### config.mk
export PLATFORM = sky130hd
export DESIGN_NAME = io_output_capture
export DESIGN_NICKNAME = d
export VERILOG_FILES = /design/src/rtl/io_output_capture_pkg.sv /design/src/rtl/io_capture_fifo.sv /design/src/rtl/io_output_capture.sv
export SDC_FILE = /design/constraint.sdc
export NUM_CORES = 1
export LEC_CHECK = 0
export BUFFER_PORTS_ARGS = -buffer_cell sky130_fd_sc_hd__buf_2
export CELL_PAD_IN_SITES_DETAIL_PLACEMENT = 1
export CELL_PAD_IN_SITES_GLOBAL_PLACEMENT = 2
export CORE_UTILIZATION = 25
export CTS_CLUSTER_SIZE = 20
export DETAILED_ROUTE_END_ITERATION = 8
export PLACE_DENSITY = 0.63
export SLEW_MARGIN = 10
export SYNTH_ARGS = -nofsm -noshare
export SYNTH_HDL_FRONTEND = slang
export SYNTH_HIERARCHICAL = 1
export SYNTH_SLANG_ARGS = --single-unit
### constraint.sdc
create_clock -name CLK -period 4.05 [get_ports CLK]
set_clock_uncertainty 0.2 [all_clocks]
set_input_delay 0.405 -clock CLK [delete_from_list [all_inputs] [get_ports CLK]]
set_output_delay 0.405 -clock CLK [all_outputs]
set_load 0.02 [all_outputs]
### src/rtl/io_output_capture_pkg.sv
// Shared sizing and entry-field layout for the output capture block.
// OUT_TIMESTAMP_EN widens each entry with a cycle stamp above the overflow bit.
package io_output_capture_pkg;

   localparam int IO_WIDTH      = 16;
   localparam int IO_DEPTH_LOG2 = 2;
   localparam int IO_DROP_W     = 8;

   // Entry layout, LSB first: data, overflow flag, optional stamp.
   localparam int ENTRY_DATA_LSB = 0;

   function automatic int entry_ovf_bit(input int width);
      return width;
   endfunction

   function automatic int entry_stamp_lsb(input int width);
      return width + 1;
   endfunction

   function automatic int entry_width(input int width, input bit with_stamp);
      return with_stamp ? (2 * width + 1) : (width + 1);
   endfunction

endpackage

### src/rtl/io_capture_fifo.sv
// Generic synchronous FIFO with combinational head read and occupancy counter.
// Full/empty come from the counter, so pointers are free to wrap naturally.
module io_capture_fifo #(
   parameter int EW = 17,
   parameter int AW = 2
) (
   input  logic          clk,
   input  logic          srst,
   input  logic          push,
   input  logic          pop,
   input  logic [EW-1:0] din,
   output logic [EW-1:0] dout,
   output logic          full,
   output logic          empty,
   output logic [AW:0]   count
);

   localparam int DEPTH = 1 << AW;

   logic [AW-1:0]  wr_ptr_reg;
   logic [AW-1:0]  rd_ptr_reg;
   logic [AW:0]    count_reg;
   logic [EW-1:0]  mem_reg [DEPTH];
   logic [DEPTH-1:0] wen;
   logic           do_push;
   logic           do_pop;

   assign empty = (count_reg == '0);
   assign full  = (count_reg == (AW+1)'(DEPTH));
   assign count = count_reg;

   // A pop in the same cycle frees the slot the push needs, even when full.
   assign do_pop  = pop & ~empty;
   assign do_push = push & (~full | do_pop);

   generate
      for (genvar gi = 0; gi < DEPTH; gi++) begin : g_wen
         assign wen[gi] = do_push && (wr_ptr_reg == AW'(gi));
      end
   endgenerate

   always_ff @(posedge clk) begin
      for (int i = 0; i < DEPTH; i++) begin
         if (srst) begin
            mem_reg[i] <= '0;
         end else if (wen[i]) begin
            mem_reg[i] <= din;
         end
      end
   end

   always_ff @(posedge clk) begin
      if (srst) begin
         wr_ptr_reg <= '0;
         rd_ptr_reg <= '0;
         count_reg  <= '0;
      end else begin
         if (do_push) begin
            wr_ptr_reg <= wr_ptr_reg + AW'(1);
         end
         if (do_pop) begin
            rd_ptr_reg <= rd_ptr_reg + AW'(1);
         end
         case ({do_push, do_pop})
            2'b10:   count_reg <= count_reg + (AW+1)'(1);
            2'b01:   count_reg <= count_reg - (AW+1)'(1);
            default: count_reg <= count_reg;
         endcase
      end
   end

   // Stale slots are never exposed: an empty FIFO presents zero.
   assign dout = empty ? '0 : mem_reg[rd_ptr_reg];

endmodule

### src/rtl/io_output_capture.sv
// Captures one word per rising edge of the processor Output strobe into a FIFO
// drained by valid/ready; counts drops. OUT_TIMESTAMP_EN adds a per-entry cycle stamp.
module io_output_capture
   import io_output_capture_pkg::*;
#(
   parameter int WIDTH      = IO_WIDTH,
   parameter int DEPTH_LOG2 = IO_DEPTH_LOG2,
   parameter int DROP_W     = IO_DROP_W
) (
   input  logic                  CLK,
   input  logic                  Reset,
   input  logic                  Output,
   input  logic [WIDTH-1:0]      Outputio,
   input  logic                  Overflow,
   output logic [WIDTH-1:0]      out_data,
   output logic                  out_ovf,
   output logic                  out_valid,
   input  logic                  out_ready,
   output logic [DEPTH_LOG2:0]   fifo_count,
   output logic [DROP_W-1:0]     drop_count
`ifdef OUT_TIMESTAMP_EN
   ,
   output logic [WIDTH-1:0]      out_stamp
`endif
);

`ifdef OUT_TIMESTAMP_EN
   localparam bit STAMP_EN = 1'b1;
`else
   localparam bit STAMP_EN = 1'b0;
`endif
   localparam int EW      = entry_width(WIDTH, STAMP_EN);
   localparam int OVF_BIT = entry_ovf_bit(WIDTH);

   logic              strobe_q_reg;
   logic              capture;
   logic              pop_fire;
   logic              drop;
   logic              fifo_full;
   logic              fifo_empty;
   logic [EW-1:0]     entry_in;
   logic [EW-1:0]     entry_out;
   logic [DROP_W-1:0] drop_count_reg;

   // Level strobe may stay high for many cycles; only its rising edge captures.
   always_ff @(posedge CLK) begin
      if (Reset) begin
         strobe_q_reg <= 1'b0;
      end else begin
         strobe_q_reg <= Output;
      end
   end

   assign capture  = Output & ~strobe_q_reg;
   assign pop_fire = out_valid & out_ready;
   assign drop     = capture & fifo_full & ~pop_fire;

   always_ff @(posedge CLK) begin
      if (Reset) begin
         drop_count_reg <= '0;
      end else if (drop && (drop_count_reg != {DROP_W{1'b1}})) begin
         drop_count_reg <= drop_count_reg + DROP_W'(1);
      end
   end

`ifdef OUT_TIMESTAMP_EN
   logic [WIDTH-1:0] stamp_reg;

   always_ff @(posedge CLK) begin
      if (Reset) begin
         stamp_reg <= '0;
      end else begin
         stamp_reg <= stamp_reg + WIDTH'(1);
      end
   end

   assign entry_in  = {stamp_reg, Overflow, Outputio};
   assign out_stamp = entry_out[entry_stamp_lsb(WIDTH) +: WIDTH];
`else
   assign entry_in  = {Overflow, Outputio};
`endif

   io_capture_fifo #(
      .EW (EW),
      .AW (DEPTH_LOG2)
   ) u_fifo (
      .clk   (CLK),
      .srst  (Reset),
      .push  (capture),
      .pop   (pop_fire),
      .din   (entry_in),
      .dout  (entry_out),
      .full  (fifo_full),
      .empty (fifo_empty),
      .count (fifo_count)
   );

   assign out_valid  = ~fifo_empty;
   assign out_data   = entry_out[ENTRY_DATA_LSB +: WIDTH];
   assign out_ovf    = entry_out[OVF_BIT];
   assign drop_count = drop_count_reg;

endmodule

Yosys cells after proc, flatten, opt, wreduce, memory -nomap -nowiden
Memories as Yosys holds them, arrays and structs flattened. A register that Yosys moved wholly into a read port is not among the register bits.
Index checks and enable logic that the tools add are counted.
- flip-flop bits (word level): 16
- RAM bits: 68
- input port bits: 21
- output and inout bits: 29
- memories kept: 1
- add/sub/neg operators: 5
- equality and inequality tests: 7
- muxes and demuxes: 22
- bitwise gates (word level): 15
- reduce and logical (&&, ||, !) cells: 8
- memory list (memory ; depth ; width ; read ports ; clocked after Yosys merged registers in ; write ports ; line ; text):
    u_fifo.mem_reg ; 4 ; 17 ; 1 ; 1 ; 4 ; io_capture_fifo.sv:23 ; logic [EW-1:0] mem_reg [DEPTH];
- operator list (operator ; number):
    17-bit two-way mux ; 5
    1-bit two-way mux ; 14
    8-bit by 1-bit adder with 8-bit output, second input constant ; 1
    8-bit != test, second input constant ; 1
    1-bit AND ; 6
    2-bit == test, second input constant ; 3
    3-bit one-hot mux with 2 select lines ; 1
    1-bit logical AND ; 5
    1-bit bitwise OR ; 5
    2-bit by 1-bit adder with 2-bit output, second input constant ; 2
    2-bit by 1-bit == test with 1-bit output, second input constant ; 2
    2-bit two-way mux ; 2
    1-bit NOT ; 4
    3-bit by 1-bit adder with 3-bit output, second input constant ; 1
    3-bit == test, second input constant ; 1
    3-bit logical NOT ; 1
    3-bit by 1-bit subtractor with 3-bit output, second input constant ; 1
    2-bit logical NOT ; 1
    2-bit nonzero test ; 1

Longest topological paths before layout
- depth after elaboration: 11
- depth in mapped cells: 12
- gate-level depth less buffers: 9

By module
The synthesis kept the hierarchy.
- modules (own cells, without submodules) (module ; times used ; cells each ; area an instance (µm²) ; sequential area each (µm²)):
    io_capture_fifo ; 1 ; 270 ; 3632.2 ; 2222.1
    io_output_capture ; 1 ; 50 ; 451.7 ; 180.2

Worst setup path before layout
Ideal clock, no wire load.
- path type: register to register
- start point: register u_fifo.count_reg[2], in the netlist u_fifo/count[2]
- end point: memory u_fifo.mem_reg[3][0], enable pin
- library setup time: 0.374 ns
- data arrival time: 2.792 ns
- setup slack: 0.684 ns
- stages on the path, launching flop included: 11
- path buffers: 4
- clock period less this slack: 3.366 ns
- path through: dfxtp_1 > buf_2 > nor3_1 > buf_4 > nand2b_1 > inv_1 > buf_2 > or4b_4 > buf_6 > nand3_4 > nand2b_1
- RTL lines (item ; line ; text):
    start, declared ; io_capture_fifo.sv:22 ; logic [AW:0] count_reg;
    start signal, assigned ; io_capture_fifo.sv:65 ; 2'b10: count_reg <= count_reg + (AW+1)'(1);
    start signal, assigned ; io_capture_fifo.sv:66 ; 2'b01: count_reg <= count_reg - (AW+1)'(1);
    start signal, assigned ; io_capture_fifo.sv:67 ; default: count_reg <= count_reg;
    end, declared ; io_capture_fifo.sv:23 ;

==> results.json <==
{
  "rsz0062_at_grt": "no",
  "die_area_sq_um": 16850,
  "ys_ff_latch": 86,
  "grt_pass1_wl_microns": 15160,
  "synth.top_cell.area_share": 0.5000,
  "place.gp.congestion": 0.7118,
  "fin_crit_sh": 0.7665,
  "post_cts_buffers": 0,
  "place_inst": 569,
  "port_buffers": 49,
  "hp-start": "Output",
  "ctsHoldBuffers": 0,
  "diodes": 0,
  "clockBufferDepth": 2,
  "drive_gt1_frac": 0.2629,
  "drt_pass1_iterations": 4,
  "synth.area.top_cells": "edfxtp_1 (50%), mux4_2 (9.4%), dfxtp_1 (8.8%)",
  "max-slew-margin-rel": 0.3668,
  "synth_top_cell_by_area": "edfxtp_1",
  "final_area_sq_um": 4773,
  "whs_endpoint": "strobe_q_reg",
  "cts_max_level": 3,
  "fin_ws_ns": 0.9456,
  "critPathCaptureType": "flop",
  "track_usage": 0.1214,
  "async_flop_share": 0,
  "rows": 46,
  "cts_resized": 0,
  "drtAntennaViolNets": 0,
  "grt-ovfl-total": 0,
  "clk_pin_slew_ns": 0.06,
  "hpwlAfterDp_microns": 6440,
  "crit_top_cell": "nand2b_1",
  "largest_reg_flops": 68,
  "slew_viol_final": 0,
  "syn_nets": 347,
  "antenna_found_initial": 0,
  "worst_r2r_path_depth": 6,
  "critPathRequiredTime_ns": 3.74,
  "numClockSinks": 86,
  "ff2ff_setup_slack_ns": 0.95,
  "whs_ns": 0.1067,
  "cp_max_fo": 18,
  "synth_edf_count": 68,
  "ys.flop_type": "edfxtp_1",
  "slowest_delay_ns": 0.61,
  "synth_area_per_cell_sq_um": 12.76,
  "fin_crit_ns": 3.104,
  "vias": 2533,
  "netlist_instances": 320,
  "peakVddDrop_uv": 185.3,
  "arrival_ns": 2.79,
  "die_w_microns": 129.8,
  "grt_pass1_vias": 2776,
  "cp_cell_sequence": "nor3_2, nand2b_1, inv_1, or4b_4, nand3_4, nand2b_1",
  "dpl_cell_area_sq_um": 4492,
  "wirelength_microns": 9403,
  "whs_path_depth": 2,
  "coreArea_sq_um": 15940,
  "total_power_mw": 2.136,
  "synth_cell_types": 43,
  "final_core_util": 0.2994,
  "slowest_stage": "or4b_4",
  "hp-class": "in2reg",
  "worst_pin_slew_ns": 0.9498,
  "worstSkewPairLatency_ns": 0.33,
  "wl_per_cell_microns": 16.07,
  "io_pins": 50,
  "grt_start_max_net_pins": 32,
  "place_ws_ns": 0.8389,
  "ys_warn_count": 6,
  "reg2reg_to": "u_fifo/mem_reg[1][6]",
  "power_density_nw_per_um2": 447.5,
  "maxCapViolations": 0,
  "finalNetCount": 391,
  "remaining_drc_errors": 0,
  "syn_area_sq_um": 4084,
  "status": "completed",
  "numCtsBuffers": 9,
  "die_y_microns": 129.8,
  "start_util": 0.2562,
  "syn_to_final_growth_pct": 16.88,
  "r2r_start": "u_fifo/count[2]",
  "drtIter0Drc": 115,
  "setup-violations-final": 0,
  "cts_tree": "built",
  "avgViaCountPerCell": 4.330,
  "final_cells": 585,
  "cts-root-buf": "clkbuf_16",
  "hold_viol": 0,
  "fmax_mhz": 322.1,
  "leakage_nw": 1.714,
  "crit_type": "reg2reg",
  "cp-start-kind": "flop",
  "ys_seq_area_frac": 0.5882,
  "final.setup.tns_ns": 0
}
[cells by family after synthesis]
kind of cell,synth area share
fa+ha+maj,0.02022
flops,0.5882
buf+inv,0.04228
mux,0.1017
compound gates,0.04075
xor+xnor,0.006435
simple gates,0.2004
[routing by layer]
layer  GRT usage  share of wire  up-vias
li1            -              -     1227
met1      0.1494           0.45     1251
met2      0.2095           0.50       43
met3     0.02624          0.033       12
met4     0.04309          0.016        0
met5           0              0        -
[synthesized netlist by cell type (3+ instances only)]
cell      count
nor2b_1      22
buf_6         7
nand2b_1     25
a311oi_1      3
clkbuf_1      5
a21oi_1       9
nor2_1       79
inv_1         8
edfxtp_1     68
ha_1          5
dfxtp_1      18
nand3_4       4
nand3_1       4
buf_2         6
o21ai_0       4
mux4_2       17
o31ai_1       3
[placed cells by master (no fill, tap or decap), types with 3 or more instances in the layout]
master	netlist	final
nor2_1	79	79
edfxtp_1	68	68
buf_2	6	49
nand2b_1	25	25
nor2b_1	22	22
dfxtp_1	18	18
mux4_2	17	17
a21oi_1	9	9
clkbuf_16	0	9
inv_1	8	8
ha_1	5	5
nand3_1	4	4
o21ai_0	4	4
buf_4	2	4
nand3_4	4	4
o31ai_1	3	3
a311oi_1	3	3
[worst max-delay path by stage]
stage,startpoint,to,slack (ns),depth (start not counted)
2_1_floorplan,u_fifo/count[2],u_fifo/mem_reg[3][0],0.68,10
3_3_place_gp,u_fifo/count[2],u_fifo/mem_reg[1][8],0.99,6
3_5_place_dp,u_fifo/count[2],u_fifo/mem_reg[1][7],0.84,6
4_1_cts,u_fifo/count[2],u_fifo/mem_reg[1][4],0.83,6
5_1_grt,u_fifo/count[2],u_fifo/mem_reg[1][7],0.66,6
6_report,u_fifo/count[2],u_fifo/mem_reg[1][6],0.95,6
[cell type report]
| type | instances | area [sq um] |
|---|---|---|
| sequential | 86 | 2402 |
| multi-input combinational | 206 | 1514 |
| fill | 1760 | 11170 |
| clock buffer | 9 | 225.2 |
| inverter | 8 | 30.03 |
| clock inverter | 7 | 56.30 |
| timing repair buffer | 53 | 275.3 |
| tap | 216 | 270.3 |
[power by group]
part | switching, mW | internal, mW | total [mW]
clock network | 0.356 | 0.423 | 0.779
registers | 0.0282 | 1.01 | 1.04
logic | 0.202 | 0.119 | 0.321
[critical path: cells and delay by family, from the launching register on]
family	cells	cell delay (ns)
buffers and inverters	1	0.15
flip-flops	1	0.41
AND/OR/NAND/NOR	5	1.87
Note: power is estimated with default switching activity, not from simulation.
